$ cat src/rtl/ahb_console_rx.sv
// Host-to-CPU console input: a byte FIFO filled over a valid/ready port and
// drained by Cortex-M0 software through a small AHB-Lite register block.
module ahb_console_rx #(
  parameter int DEPTH_LOG2 = 4
) (
  input  logic        HCLK,
  input  logic        HRESET,
  input  logic        HSEL,
  input  logic [31:0] HADDR,
  input  logic [1:0]  HTRANS,
  input  logic        HWRITE,
  input  logic [2:0]  HSIZE,
  input  logic [31:0] HWDATA,
  input  logic        HREADY,
  output logic [31:0] HRDATA,
  output logic        HREADYOUT,
  output logic        HRESP,
  input  logic        rx_valid,
  input  logic [7:0]  rx_data,
  output logic        rx_ready,
  output logic        rx_irq
);

  localparam int DEPTH = 1 << DEPTH_LOG2;

  typedef logic [DEPTH_LOG2-1:0] ptr_t;
  typedef logic [DEPTH_LOG2:0]   cnt_t;

  localparam cnt_t FULL_COUNT = {1'b1, {DEPTH_LOG2{1'b0}}};

  localparam logic [1:0] REG_DATA   = 2'd0;
  localparam logic [1:0] REG_STATUS = 2'd1;
  localparam logic [1:0] REG_CTRL   = 2'd2;

  // Registered address phase
  logic       phase_valid_reg;
  logic [1:0] phase_addr_reg;
  logic       phase_write_reg;

  // FIFO and control state
  logic [7:0] mem [DEPTH];
  ptr_t       wr_ptr_reg;
  ptr_t       rd_ptr_reg;
  cnt_t       count_reg;
  cnt_t       count_next;
  logic       overflow_reg;
  logic       irq_en_reg;

  logic       addr_accept;
  logic       dphase_done;
  logic       ctrl_wr;
  logic       flush;
  logic       overflow_clr;
  logic       nonempty;
  logic       full;
  logic       push;
  logic       pop;
  logic [7:0] head_byte;
  logic [7:0] count_byte;
  logic       unused;

  assign nonempty     = (count_reg != '0);
  assign full         = (count_reg == FULL_COUNT);
  assign head_byte    = mem[rd_ptr_reg];
  assign count_byte   = 8'(count_reg);

  assign addr_accept  = HSEL & HREADY & HTRANS[1];
  assign dphase_done  = phase_valid_reg & HREADY;
  assign ctrl_wr      = dphase_done & phase_write_reg & (phase_addr_reg == REG_CTRL);
  assign flush        = ctrl_wr & HWDATA[2];
  assign overflow_clr = ctrl_wr & HWDATA[1];

  // Flush overrides both sides; pop/push gating uses only registered occupancy
  assign pop  = dphase_done & ~phase_write_reg & (phase_addr_reg == REG_DATA)
              & nonempty & ~flush;
  assign push = rx_valid & ~full & ~flush;

  always_ff @(posedge HCLK) begin
    if (HRESET) begin
      phase_valid_reg <= 1'b0;
      phase_addr_reg  <= 2'd0;
      phase_write_reg <= 1'b0;
    end else if (HREADY) begin
      phase_valid_reg <= addr_accept;
      if (addr_accept) begin
        phase_addr_reg  <= HADDR[3:2];
        phase_write_reg <= HWRITE;
      end
    end
  end

  always_comb begin
    count_next = count_reg;
    if (flush) begin
      count_next = '0;
    end else begin
      case ({push, pop})
        2'b10:   count_next = count_reg + cnt_t'(1);
        2'b01:   count_next = count_reg - cnt_t'(1);
        default: count_next = count_reg;
      endcase
    end
  end

  always_ff @(posedge HCLK) begin
    if (HRESET) begin
      wr_ptr_reg <= '0;
      rd_ptr_reg <= '0;
      count_reg  <= '0;
    end else begin
      count_reg <= count_next;
      if (flush) begin
        wr_ptr_reg <= '0;
        rd_ptr_reg <= '0;
      end else begin
        if (push) wr_ptr_reg <= wr_ptr_reg + ptr_t'(1);
        if (pop)  rd_ptr_reg <= rd_ptr_reg + ptr_t'(1);
      end
    end
  end

  always_ff @(posedge HCLK) begin
    if (push) mem[wr_ptr_reg] <= rx_data;
  end

  // A new overflow on the same edge as a clear must survive
  always_ff @(posedge HCLK) begin
    if (HRESET) begin
      overflow_reg <= 1'b0;
      irq_en_reg   <= 1'b0;
    end else begin
      overflow_reg <= (overflow_reg & ~overflow_clr) | (rx_valid & full);
      if (ctrl_wr) irq_en_reg <= HWDATA[0];
    end
  end

  always_comb begin
    HRDATA = 32'h0;
    if (phase_valid_reg & ~phase_write_reg) begin
      case (phase_addr_reg)
        REG_DATA: begin
          if (nonempty) HRDATA = {23'h0, 1'b1, head_byte};
        end
        REG_STATUS: begin
          HRDATA[0]    = nonempty;
          HRDATA[1]    = full;
          HRDATA[2]    = overflow_reg;
          HRDATA[15:8] = count_byte;
        end
        REG_CTRL: begin
          HRDATA[0] = irq_en_reg;
        end
        default: HRDATA = 32'h0;
      endcase
    end
  end

  assign HREADYOUT = 1'b1;
  assign HRESP     = 1'b0;
  assign rx_ready  = ~full;
  assign rx_irq    = irq_en_reg & nonempty;

  assign unused = ^{HADDR[31:4], HADDR[1:0], HTRANS[0], HSIZE, HWDATA[31:3]};

endmodule

$ cat config.mk
export PLATFORM = sky130hd
export DESIGN_NAME = ahb_console_rx
export DESIGN_NICKNAME = d
export VERILOG_FILES = /design/src/rtl/ahb_console_rx.sv
export SDC_FILE = /design/constraint.sdc
export NUM_CORES = 1
export LEC_CHECK = 0
export CAP_MARGIN = 20
export CORE_UTILIZATION = 47
export CTS_CLUSTER_DIAMETER = 30
export DETAILED_ROUTE_END_ITERATION = 8
export PLACE_DENSITY = 0.87
export SYNTH_ARGS = -nofsm -noshare
export SYNTH_HDL_FRONTEND = slang
export SYNTH_SLANG_ARGS = --single-unit
$ cat constraint.sdc
create_clock -name HCLK -period 2.83 [get_ports HCLK]
set_input_delay 0.566 -clock HCLK [delete_from_list [all_inputs] [get_ports HCLK]]
set_output_delay 0.566 -clock HCLK [all_outputs]
set_load 0.1 [all_outputs]
==> summary.md <==
| Metric | Value |
|---|---|
| Cell Pwr Density | `636.2 mW/mm^2` |
| Total core area | `between 0.01 and 0.015 sq mm` |
| Failing checks | `negative setup slack` |
| Final hold viol count | `0` |
| Antenna Cells | `0` |
| Worst slew pin tran | `roughly 940 ps` |
| Clock transition at the registers of the reported paths | `roughly 60 ps` |
| Gr ovfl total | `0` |
| Switching Fraction | `about a quarter` |
| #FFs+latches synth | `around 150` |
| Layout cell share with drive strength beyond 1 | `31.95%` |
| Slew headroom | `between 30% and 40%` |
| HPWL Detailed | `a little over 8000 microns` |
| Final WS setup | `-107.1 ps` |
| Initial antenna violation count | `0` |
| Fin. max-slew vios | `0` |
| Max Fclk | `around 340 MHz` |
| H-tree levels | `4` |
| Startpoint types | `register` |
| Nets@finish | `560` |
| Reported max-cap violation count | `0` |
| CTS Buf Count | `17` |
| Area Growth Syn to Fin | `24.00%` |
| Sequential fraction of the synthesis area | `between 60% and 70%` |
| Synth top area share | `59.71%` |
| Antenna-violating nets left | `0` |
| Required time worst endpoint | `between 2000 and 2500 ps` |
| Via count | `roughly 3800` |
| Critical path type | `reg -> out` |
| Combinational share of power | `7.7%` |
| Root Buffer | `clkbuf_16` |
| Cell Count, Final, Fillers Out | `658` |
| WL/cell | `22.88 microns` |
| Outcome | `finished, violations left` |
| Post-Place Cells | `620` |
| Total power | `5.078 mW` |
| Starting density of the core | `48.42%` |
| IO Port Bufs | `34` |
| CP max FO | `6` |
| Synthesized area | `approximately 0.0064 sq mm` |
| Hold/Removal Path Class | `reg -> reg` |
| Syn Area/Cell | `16.13 sq um` |
| Largest net degree at the start of global routing | `21` |
| Switching power | `about 1.2 mW` |
| Detailed Routing Iterations Pass 1 | `7` |
| Number of global-route vias before repair | `3944` |
| CP endpoint kind | `output port` |
| Clock latency on the worst-skew pair | `430 ps` |
| Worst EP arrival | `2370 ps` |
| First-pass GRT wire length | `about 23000 microns` |
| Die Area | `between 0.01 and 0.015 sq mm` |
| Post-synth top area cell | `edfxtp_1` |
| Setup Viol. Count Final | `5` |
| Cts hold-fix bufs | `0` |
| Register share of total power | `between 40% and 50%` |
| Yosys cell types | `between 50 and 60` |
| Tmin final | `roughly 3000 ps` |
| Synth warn | `0` |
| Remaining DRCs | `0` |
| Die width | `between 100 and 150 microns` |
| Ranking of synthesized cells by area | `edfxtp_1 (60%), mux4_2 (12%), dfxtp_1 (7.2%), buf_4 (2.7%), nor2_1 (1.9%)` |
| Row count | `42` |
| P_int | `3.866 mW` |
| Gate count of the mapped netlist | `399` |
| All-layer global routing usage | `23.06%` |
| Total wire length | `between 15000 and 20000 microns` |
| IO Count | `between 100 and 150` |
| Clock Tree Buf Depth | `2` |
| CTS sink cnt | `between 150 and 200` |
| Max reg flops | `128` |
| Post-place setup slack | `-174.9 ps` |
| Drt initial violations | `between 500 and 600` |
| Clock Skews | `a little under 9 ps` |
| Die H | `roughly 120 microns` |
| Placer congestion estimate | `between 0.8 and 0.9` |
| Final worst-path cycle share | `103.8%` |
| Leakage | `between 2 and 3 nW` |
| Clock power frac | `43.7%` |
| Unrepaired setup endpoints after global routing | `yes` |
| CTS tree | `done` |
| Maximum VDD drop | `~430 uV` |
| Vias per cell | `~5.8` |
logic make-up after synthesis:
group	count (synthesis)	synth area share, %
simple gates	96	7.969
xor+xnor	9	1.225
buf+inv	49	4.432
other cells	2	0.1167
mux	46	13.78
flops	151	66.86
fa+ha+maj	7	1.360
compound gates	39	4.257
cell usage in the layout, fill, tap and decap left out, drive strengths merged, types with 2 or more instances in the layout:
cell	n
a211oi	13
a21oi	7
a31oi	2
and2	2
and3	6
buf	56
bufinv	2
clkbuf	18
clkdlybuf4s50	19
clkinv	5
clkinvlp	3
conb	21
dfxtp	23
edfxtp	128
ha	7
inv	10
mux2i	11
mux4	34
nand2	17
nand2b	8
nand3	8
nor2	32
nor2b	7
nor3	4
nor3b	2
nor4b	2
o21ai	10
or4	2
xnor2	2
xor2	7
power groups by stage:
stage	sequential [mW]	clock [mW]	combinational, mW
floorplan	2.51	0	0.284
global placement	2.51	0	0.359
detailed placement	2.51	0	0.368
CTS	2.47	2.22	0.384
global route	2.47	2.32	0.409
finish	2.47	2.22	0.391
critical path, stage by stage (launching register included):
cell	delay, ps
dfxtp_4	410
buf_12	150
mux4_2	510
mux4_2	520
clkinv_2	100
o21ai_2	70
buf_12	170
synthesized netlist by cell type, drive strengths merged:
cell    number
edfxtp     128
mux4        34
buf         32
nor2        32
dfxtp       23
nand2       17
a211oi      13
mux2i       11
clkbuf      10
o21ai       10
nand2b       8
nand3        8
a21oi        7
ha           7
nor2b        7
xor2         7
and3         6
inv          5
nor3         4
a31oi        2
and2         2
clkinv       2
conb         2
nor3b        2
nor4b        2
or4          2
xnor2        2
a21boi       1
a311o        1
a32oi        1
mux2         1
nand3b       1
nand4        1
nand4b       1
nor4         1
o211a        1
o211ai       1
o221a        1
o22ai        1
or2          1
or3          1
through the flow:
| step | instance area [sq um] | util [%] | hold slack, ps | TNS, ps |
|---|---|---|---|---|
| 4_1_cts | 7971 | 59.96 | 493.0 | -159.4 |
| 2_1_floorplan | 6556 | - | 445.0 | -1851 |
| 3_5_place_dp | 7214 | 54.26 | 482.1 | -485.7 |
| 6_report | 7983 | 60.04 | 489.5 | -261.4 |
| 5_1_grt | 7983 | 60.04 | 512.7 | -738.1 |
| 3_3_place_gp | 7214 | 54.26 | 459.9 | -386.0 |
per-layer routing:
metal  track usage, %  vias up  share of wire, %
met1            27.57     1924                38
met2            39.90      204                53
met5                0        -                 0
li1                 -     1637                 -
met3            4.454       44               5.7
met4            11.23        0               3.2
layout make-up:
cell class                 instances  area [sq um]
multi-input combinational        218          2052
clock buffer                      18         429.2
inverter                           7         28.78
sequential                       151          4310
clock inverter                    13         146.4
tap                              176         220.2
fill                             879          5313
timing repair buffer              75         795.8
worst paths after layout:
path / cells after the start / end / slack, ps / from
setup reg to reg: 13 / count_reg[3]$_SDFFE_PP0P_ / 140 / count_reg[1]$_SDFFE_PP0P_
hold / removal: 2 / irq_en_reg$_SDFFE_PP0N_ / 490 / irq_en_reg$_SDFFE_PP0N_
setup / recovery: 6 / HRDATA[1] / -110 / register
hold reg to reg: 2 / irq_en_reg$_SDFFE_PP0N_ / 490 / irq_en_reg$_SDFFE_PP0N_
repair_timing:
| item | in CTS | in global routing |
|---|---|---|
| hold endpoints to repair | 0 | 0 |
| endpoints found under the setup margin | 8 | 8 |
| gates cloned | 2 | 0 |
| setup buffers | 5 | 0 |
| pin swaps | 3 | 1 |
| resized for setup | 24 | 2 |
(Power assumes the default switching activity.)
